$ cat config.mk
export PLATFORM = sky130hd
export DESIGN_NAME = serial_to_parallel_idle_rx
export DESIGN_NICKNAME = d
export VERILOG_FILES = /design/src/rtl/serial_to_parallel_idle_rx_pkg.sv /design/src/rtl/serial_to_parallel_idle_rx_symbol_align_fsm.sv /design/src/rtl/serial_to_parallel_idle_rx.sv
export SDC_FILE = /design/constraint.sdc
export NUM_CORES = 1
export LEC_CHECK = 0
export CAP_MARGIN = 5
export CELL_PAD_IN_SITES_DETAIL_PLACEMENT = 1
export CELL_PAD_IN_SITES_GLOBAL_PLACEMENT = 1
export CORE_UTILIZATION = 46
export CTS_CLUSTER_SIZE = 28
export DETAILED_ROUTE_END_ITERATION = 16
export MAX_ROUTING_LAYER = met4
export PLACE_DENSITY_LB_ADDON = 0.1
export SYNTH_ARGS = -nofsm -noshare
export SYNTH_HDL_FRONTEND = slang
export SYNTH_HIERARCHICAL = 1
export SYNTH_SLANG_ARGS = --single-unit
$ cat constraint.sdc
create_clock -name clk32f -period 4.9 [get_ports clk32f]
set_input_delay 0.49 -clock clk32f [delete_from_list [all_inputs] [get_ports clk32f]]
set_output_delay 0.49 -clock clk32f [all_outputs]
set_load 0.005 [all_outputs]
$ cat src/rtl/serial_to_parallel_idle_rx_pkg.sv
// Shared constants and state encoding for the serial IDLE receiver.
// Used by serial_to_parallel_idle_rx and symbol_align_fsm.
package pcie_phy_pkg;

  localparam logic [7:0] COM_SYM_DEF  = 8'hBC;
  localparam logic [7:0] IDLE_SYM_DEF = 8'h7C;

  localparam int BIT_CNT_W  = 3;
  localparam int COM_CNT_W  = 4;
  localparam int MISALIGN_W = 2;

  localparam logic [BIT_CNT_W-1:0] BIT_CNT_LAST = 3'd7;

  typedef enum logic [1:0] {
    SEARCH  = 2'd0,
    LOCKING = 2'd1,
    LOCKED  = 2'd2
  } align_state_t;

  // MSB-first deserialiser step: oldest bit falls off the top.
  function automatic logic [7:0] shift_in(input logic [7:0] sr, input logic b);
    return {sr[6:0], b};
  endfunction

endpackage

$ cat src/rtl/serial_to_parallel_idle_rx_symbol_align_fsm.sv
// Byte-alignment state machine: finds COM, counts aligned COMs to lock.
// With RX_RESYNC_EN, repeated misaligned COMs while locked drop the lock.
module symbol_align_fsm
  import pcie_phy_pkg::*;
#(
  parameter int LOCK_COUNT   = 4,
  parameter int MISALIGN_MAX = 2
) (
  input  logic clk32f,
  input  logic reset,
  input  logic i_win_is_com,
  output logic o_active,
  output logic o_byte_strobe
);

  localparam logic [COM_CNT_W-1:0] LOCK_TARGET = COM_CNT_W'(LOCK_COUNT);

  align_state_t         r_state;
  align_state_t         w_state_next;
  logic [BIT_CNT_W-1:0] r_bit_cnt;
  logic [BIT_CNT_W-1:0] w_bit_cnt_next;
  logic [COM_CNT_W-1:0] r_com_cnt;
  logic [COM_CNT_W-1:0] w_com_cnt_next;
  logic                 w_boundary;

  assign w_boundary = (r_bit_cnt == BIT_CNT_LAST);

`ifdef RX_RESYNC_EN
  localparam logic [MISALIGN_W-1:0] MISALIGN_LIMIT = MISALIGN_W'(MISALIGN_MAX);

  logic [MISALIGN_W-1:0] r_misalign_cnt;
  logic [MISALIGN_W-1:0] w_misalign_cnt_next;

  always_ff @(posedge clk32f or posedge reset) begin
    if (reset) begin
      r_misalign_cnt <= '0;
    end else begin
      r_misalign_cnt <= w_misalign_cnt_next;
    end
  end
`else
  logic w_unused_misalign;
  assign w_unused_misalign = (MISALIGN_MAX != 0);
`endif

  always_ff @(posedge clk32f or posedge reset) begin
    if (reset) begin
      r_state   <= SEARCH;
      r_bit_cnt <= '0;
      r_com_cnt <= '0;
    end else begin
      r_state   <= w_state_next;
      r_bit_cnt <= w_bit_cnt_next;
      r_com_cnt <= w_com_cnt_next;
    end
  end

  always_comb begin
    w_state_next   = r_state;
    w_bit_cnt_next = r_bit_cnt + 1'b1;
    w_com_cnt_next = r_com_cnt;
`ifdef RX_RESYNC_EN
    w_misalign_cnt_next = r_misalign_cnt;
`endif
    case (r_state)
      SEARCH: begin
        // A COM anywhere defines the phase: the next boundary is 8 edges away.
        if (i_win_is_com) begin
          w_bit_cnt_next = '0;
          w_com_cnt_next = COM_CNT_W'(1);
          w_state_next   = (LOCK_TARGET == COM_CNT_W'(1)) ? LOCKED : LOCKING;
        end
      end
      LOCKING: begin
        if (w_boundary) begin
          if (i_win_is_com) begin
            w_com_cnt_next = r_com_cnt + 1'b1;
            if (r_com_cnt + 1'b1 == LOCK_TARGET) begin
              w_state_next = LOCKED;
            end
          end else begin
            w_com_cnt_next = '0;
            w_state_next   = SEARCH;
          end
        end
      end
      LOCKED: begin
`ifdef RX_RESYNC_EN
        if (w_boundary) begin
          if (i_win_is_com) begin
            w_misalign_cnt_next = '0;
          end
        end else if (i_win_is_com) begin
          if (r_misalign_cnt + 1'b1 == MISALIGN_LIMIT) begin
            w_state_next        = SEARCH;
            w_com_cnt_next      = '0;
            w_misalign_cnt_next = '0;
          end else begin
            w_misalign_cnt_next = r_misalign_cnt + 1'b1;
          end
        end
`endif
      end
      default: begin
        w_state_next   = SEARCH;
        w_com_cnt_next = '0;
      end
    endcase
  end

  assign o_active      = (r_state == LOCKED);
  assign o_byte_strobe = (r_state == LOCKED) && w_boundary;

endmodule

$ cat src/rtl/serial_to_parallel_idle_rx.sv
// MSB-first serial receiver: aligns on COM, then strobes each byte and flags COM/IDLE.
// Optional macro RX_RESYNC_EN lets misaligned COMs drop lock (inside symbol_align_fsm).
module serial_to_parallel_idle_rx
  import pcie_phy_pkg::*;
#(
  parameter logic [7:0] COM_SYM      = COM_SYM_DEF,
  parameter logic [7:0] IDLE_SYM     = IDLE_SYM_DEF,
  parameter int         LOCK_COUNT   = 4,
  parameter int         MISALIGN_MAX = 2
) (
  input  logic       clk32f,
  input  logic       reset,
  input  logic       in,
  output logic       active,
  output logic [7:0] data_out,
  output logic       valid_out,
  output logic       is_com,
  output logic       is_idle
);

  logic [7:0] r_shift_reg;
  logic [7:0] w_win;
  logic       w_win_is_com;
  logic       w_active;
  logic       w_byte_strobe;

  logic [7:0] r_data_out;
  logic       r_valid_out;
  logic       r_is_com;
  logic       r_is_idle;

  // The window includes the bit being sampled this edge, so a byte completes
  // on the same edge its last bit arrives.
  assign w_win        = shift_in(r_shift_reg, in);
  assign w_win_is_com = (w_win == COM_SYM);

  always_ff @(posedge clk32f or posedge reset) begin
    if (reset) begin
      r_shift_reg <= '0;
    end else begin
      r_shift_reg <= w_win;
    end
  end

  symbol_align_fsm #(
    .LOCK_COUNT   (LOCK_COUNT),
    .MISALIGN_MAX (MISALIGN_MAX)
  ) u_align (
    .clk32f        (clk32f),
    .reset         (reset),
    .i_win_is_com  (w_win_is_com),
    .o_active      (w_active),
    .o_byte_strobe (w_byte_strobe)
  );

  always_ff @(posedge clk32f or posedge reset) begin
    if (reset) begin
      r_data_out  <= '0;
      r_valid_out <= 1'b0;
      r_is_com    <= 1'b0;
      r_is_idle   <= 1'b0;
    end else begin
      r_valid_out <= w_byte_strobe;
      if (w_byte_strobe) begin
        r_data_out <= w_win;
        r_is_com   <= w_win_is_com;
        r_is_idle  <= (w_win == IDLE_SYM);
      end
    end
  end

  assign active    = w_active;
  assign data_out  = r_data_out;
  assign valid_out = r_valid_out;
  assign is_com    = r_is_com;
  assign is_idle   = r_is_idle;

endmodule

==> results.py <==
metrics = {
    "setup_path": {
        "arrival_ns": 2.52,
        "crit_path_top_delay_cell": "clkdlybuf4s50_1",
        "critical_path.max_stage_delay_ns": 0.46,
        "timing.critical_path.buf_inv": 1,
        "capturing_element_type_of_the_critical_path": "flip-flop",
        "startpoint_type": "input port",
        "cp_common_cell": "nor3_1",
        "critical_path.max_fanout": 6,
        "critPathKind": "input port to flip-flop",
        "path_delay_family": "simple AND/OR/NAND/NOR gates",
        "required_ns": 5.17,
        "cp_cell_sequence": "clkdlybuf4s50_1 > or2_1 > nor3_1 > nor2b_1 > nand3_1 > nor3_1 > a21o_1",
    },
    "place": {
        "place.port_buffers": 14,
        "postPlaceCellArea_um2": 1310,
        "post-dp-hpwl_um": 1430,
        "gpl_congestion": 0.850,
    },
    "floorplan": {
        "chipWidth_um": 52.0,
        "floorplan.rows": 17,
        "initial_core_util_pct": 50.6,
        "io_pins": 15,
        "die_y_um": 52.0,
        "area_of_the_core_region_um2": 2280,
        "floorplan_die_area_um2": 2710,
    },
    "sta": {
        "tightestPinTransition_ns": 0.650,
        "setup-tns-final_ns": 0,
        "rsz0062_at_grt": "false",
        "final.min_clock_period_ns": 2.25,
        "finalSetupViolations": 0,
        "whs_ns": 0.430,
        "finalCritPeriodShare_pct": 45.8,
        "timing_max_transition_violations_final": 0,
        "finalClockSkew_ns": 0.00226,
        "report.final.hold_viol_count": 0,
        "max_freq_ghz": 0.445,
        "relSlewSlack_pct": 56.6,
    },
    "route": {
        "route.final.wire_length_um": 1990,
        "avgViaCountPerCell": 5.47,
        "vias": 739,
        "detail_route.first_pass.iterations": 4,
        "antenna_left": 0,
        "drt_drc_violations_left": 0,
        "initialDrtViolationCount": 4,
        "wl_per_cell_um": 14.7,
    },
    "layout": {
        "area_growth_syn_to_layout_pct": 16.1,
        "diodes": 0,
        "layout.cell_area.non_filler_um2": 1340,
        "largest_register_ff_count": 8,
        "num-nets-final": 115,
        "fin_util_pct": 58.7,
        "filler_cell_count": 247,
        "fraction_of_layout_cells_with_a_size_suffix_above_1_pct": 13.1,
    },
    "clock_tree": {
        "clock_sink_count": 27,
        "post_cts.repair.setup_buffers": 0,
        "cts.hold.buffers_added": 0,
        "number_of_clock_buffers_inserted_by_tritoncts": 3,
        "cts_root_buffer": "clkbuf_4",
        "clock_tree.buffer_depth": 2,
        "clock_tree_from_tritoncts": "done",
        "insertion_delay_ns": 0.32,
        "htree_levels": 1,
        "clkSlewWorstSetupHoldPaths_ns": 0.13,
        "cts_resized": 0,
    },
    "power": {
        "power_uw": 378,
        "max-vdd-ir-drop_v": 0.000207,
        "power.static_leakage_uw": 0.000614,
        "power_per_cell_area_nw_per_um2": 283,
    },
    "status": {
        "status": "finished clean",
    },
    "yosys": {
        "post-synth-top-area-cell": "dfrtp_1",
        "syn_avg_cell_area_um2": 12.6,
        "synthesis.nets": 98,
        "synthDistinctLibCells": 27,
        "sequential_fraction_of_the_synthesis_area_pct": 58.7,
        "mappedNetlistArea_um2": 1150,
        "synth_area_leaders": "dfrtp_1 59%, mux2_2 7.8%, ha_1 4.3%, nor2b_1 2.7%, a21oi_1 2.2%",
        "yosysWarningCount": 6,
        "synth.top_cell.area_share_pct": 58.7,
        "ys_seq_elements": 27,
        "gate_count_of_the_mapped_netlist": 91,
    },
    "global_routing": {
        "grt_util_all_layers_pct": 19.0,
        "global_route.usage.met1_pct": 23.5,
        "grtUsageMet2_pct": 26.3,
        "vias_in_the_first_global_route": 748,
        "global_route.usage.met3_pct": 7.02,
        "global_route.overflow_total": 0,
        "pin_count_of_the_biggest_net_entering_global_routing": 19,
        "grt_first_pass_wirelength_um": 3370,
        "grt_antenna_before_repair": 0,
        "grt_most_used_layer": "met2",
    },
    "hold_path": {
        "min_path_type": "input port to async pin",
    },
    "job": {
        "max-cap-violations": 0,
    },
}
-- through the flow --
stage | setup WS [ns] | instances
floorplan | 3.10 | 91
global placement | 2.47 | 131
detailed placement | 2.32 | 131
CTS | 2.65 | 135
global route | 2.45 | 135
finish | 2.65 | 135
-- worst paths after layout --
check	startpoint	endpoint	slack, ns	cells after the start
setup / recovery	in	u_align/r_com_cnt[3]	2.65	7
hold / removal	reset	u_align/r_bit_cnt[2]	0.43	2
setup reg to reg	r_shift_reg[5]	u_align/r_com_cnt[3]	2.85	6
hold reg to reg	r_shift_reg[0]	r_shift_reg[1]	0.44	0
max in group asynchronous	reset	valid_out	3.92	2
min in group clk32f	r_shift_reg[0]	r_shift_reg[1]	0.44	0
-- cell families after synthesis --
logic type	Yosys count	share of synthesized area (%)
AO/OA/AOI/OAI	16	10.5
XOR/XNOR	1	0.761
adder cells (fa/ha/maj)	4	4.35
buffers and inverters	7	3.04
flip-flops	27	58.7
multiplexers	8	7.83
AND/OR/NAND/NOR	28	14.8
-- Yosys cell counts --
cell type  count
nand4b_4       1
nor3_1         3
and3_1         1
a21oi_1        5
dfrtp_1       27
nand2b_1       3
or2b_1         1
a41o_1         2
o31ai_1        2
buf_2          1
or2_1          1
mux2_2         8
nand4bb_1      1
o41ai_2        1
a21o_1         1
nand2_1        5
inv_1          5
nor2b_1        5
and2_1         1
buf_6          1
nor2_1         4
nand3_1        2
o22ai_1        2
ha_1           4
o21ai_0        2
a311oi_2       1
xor2_1         1
-- report_power, final --
group	switching, uW	internal (uW)	leakage, uW
sequential	9.38	236	0.000338
clock	60.4	31.9	0.0000150
combinational	22.2	17.8	0.000261
total	91.9	286	0.000614
-- cell usage in the layout, fill, tap and decap left out, drive strengths merged, types with 2 or more instances in the layout --
| cell type | synthesis | routed |
|---|---|---|
| dfrtp | 27 | 27 |
| nor3 | 3 | 3 |
| ha | 4 | 4 |
| nor2b | 5 | 5 |
| mux2 | 8 | 8 |
| inv | 5 | 5 |
| nand2 | 5 | 5 |
| clkbuf | 0 | 4 |
| nand3 | 2 | 2 |
| a41o | 2 | 2 |
| nand2b | 3 | 3 |
| a21oi | 5 | 5 |
| o22ai | 2 | 2 |
| o31ai | 2 | 2 |
| clkdlybuf4s50 | 0 | 14 |
| o21ai | 2 | 2 |
| nor2 | 4 | 4 |
-- layer usage --
metal	vias to the layer above	wire length, um
met5	-	0
met3	5	96
met2	17	861
met4	0	52
li1	348	-
met1	369	979
-- cell type report --
type,count,area [um^2],area share (%)
Inverter,5,18.8,1.40
Clock buffer,4,26.3,1.97
Sequential cell,27,676,50.6
Multi-Input combinational cell,57,440,33.0
Timing Repair Buffer,14,140,10.5
Tap cell,28,35.0,2.62
Power figures use the tool's default switching activity.
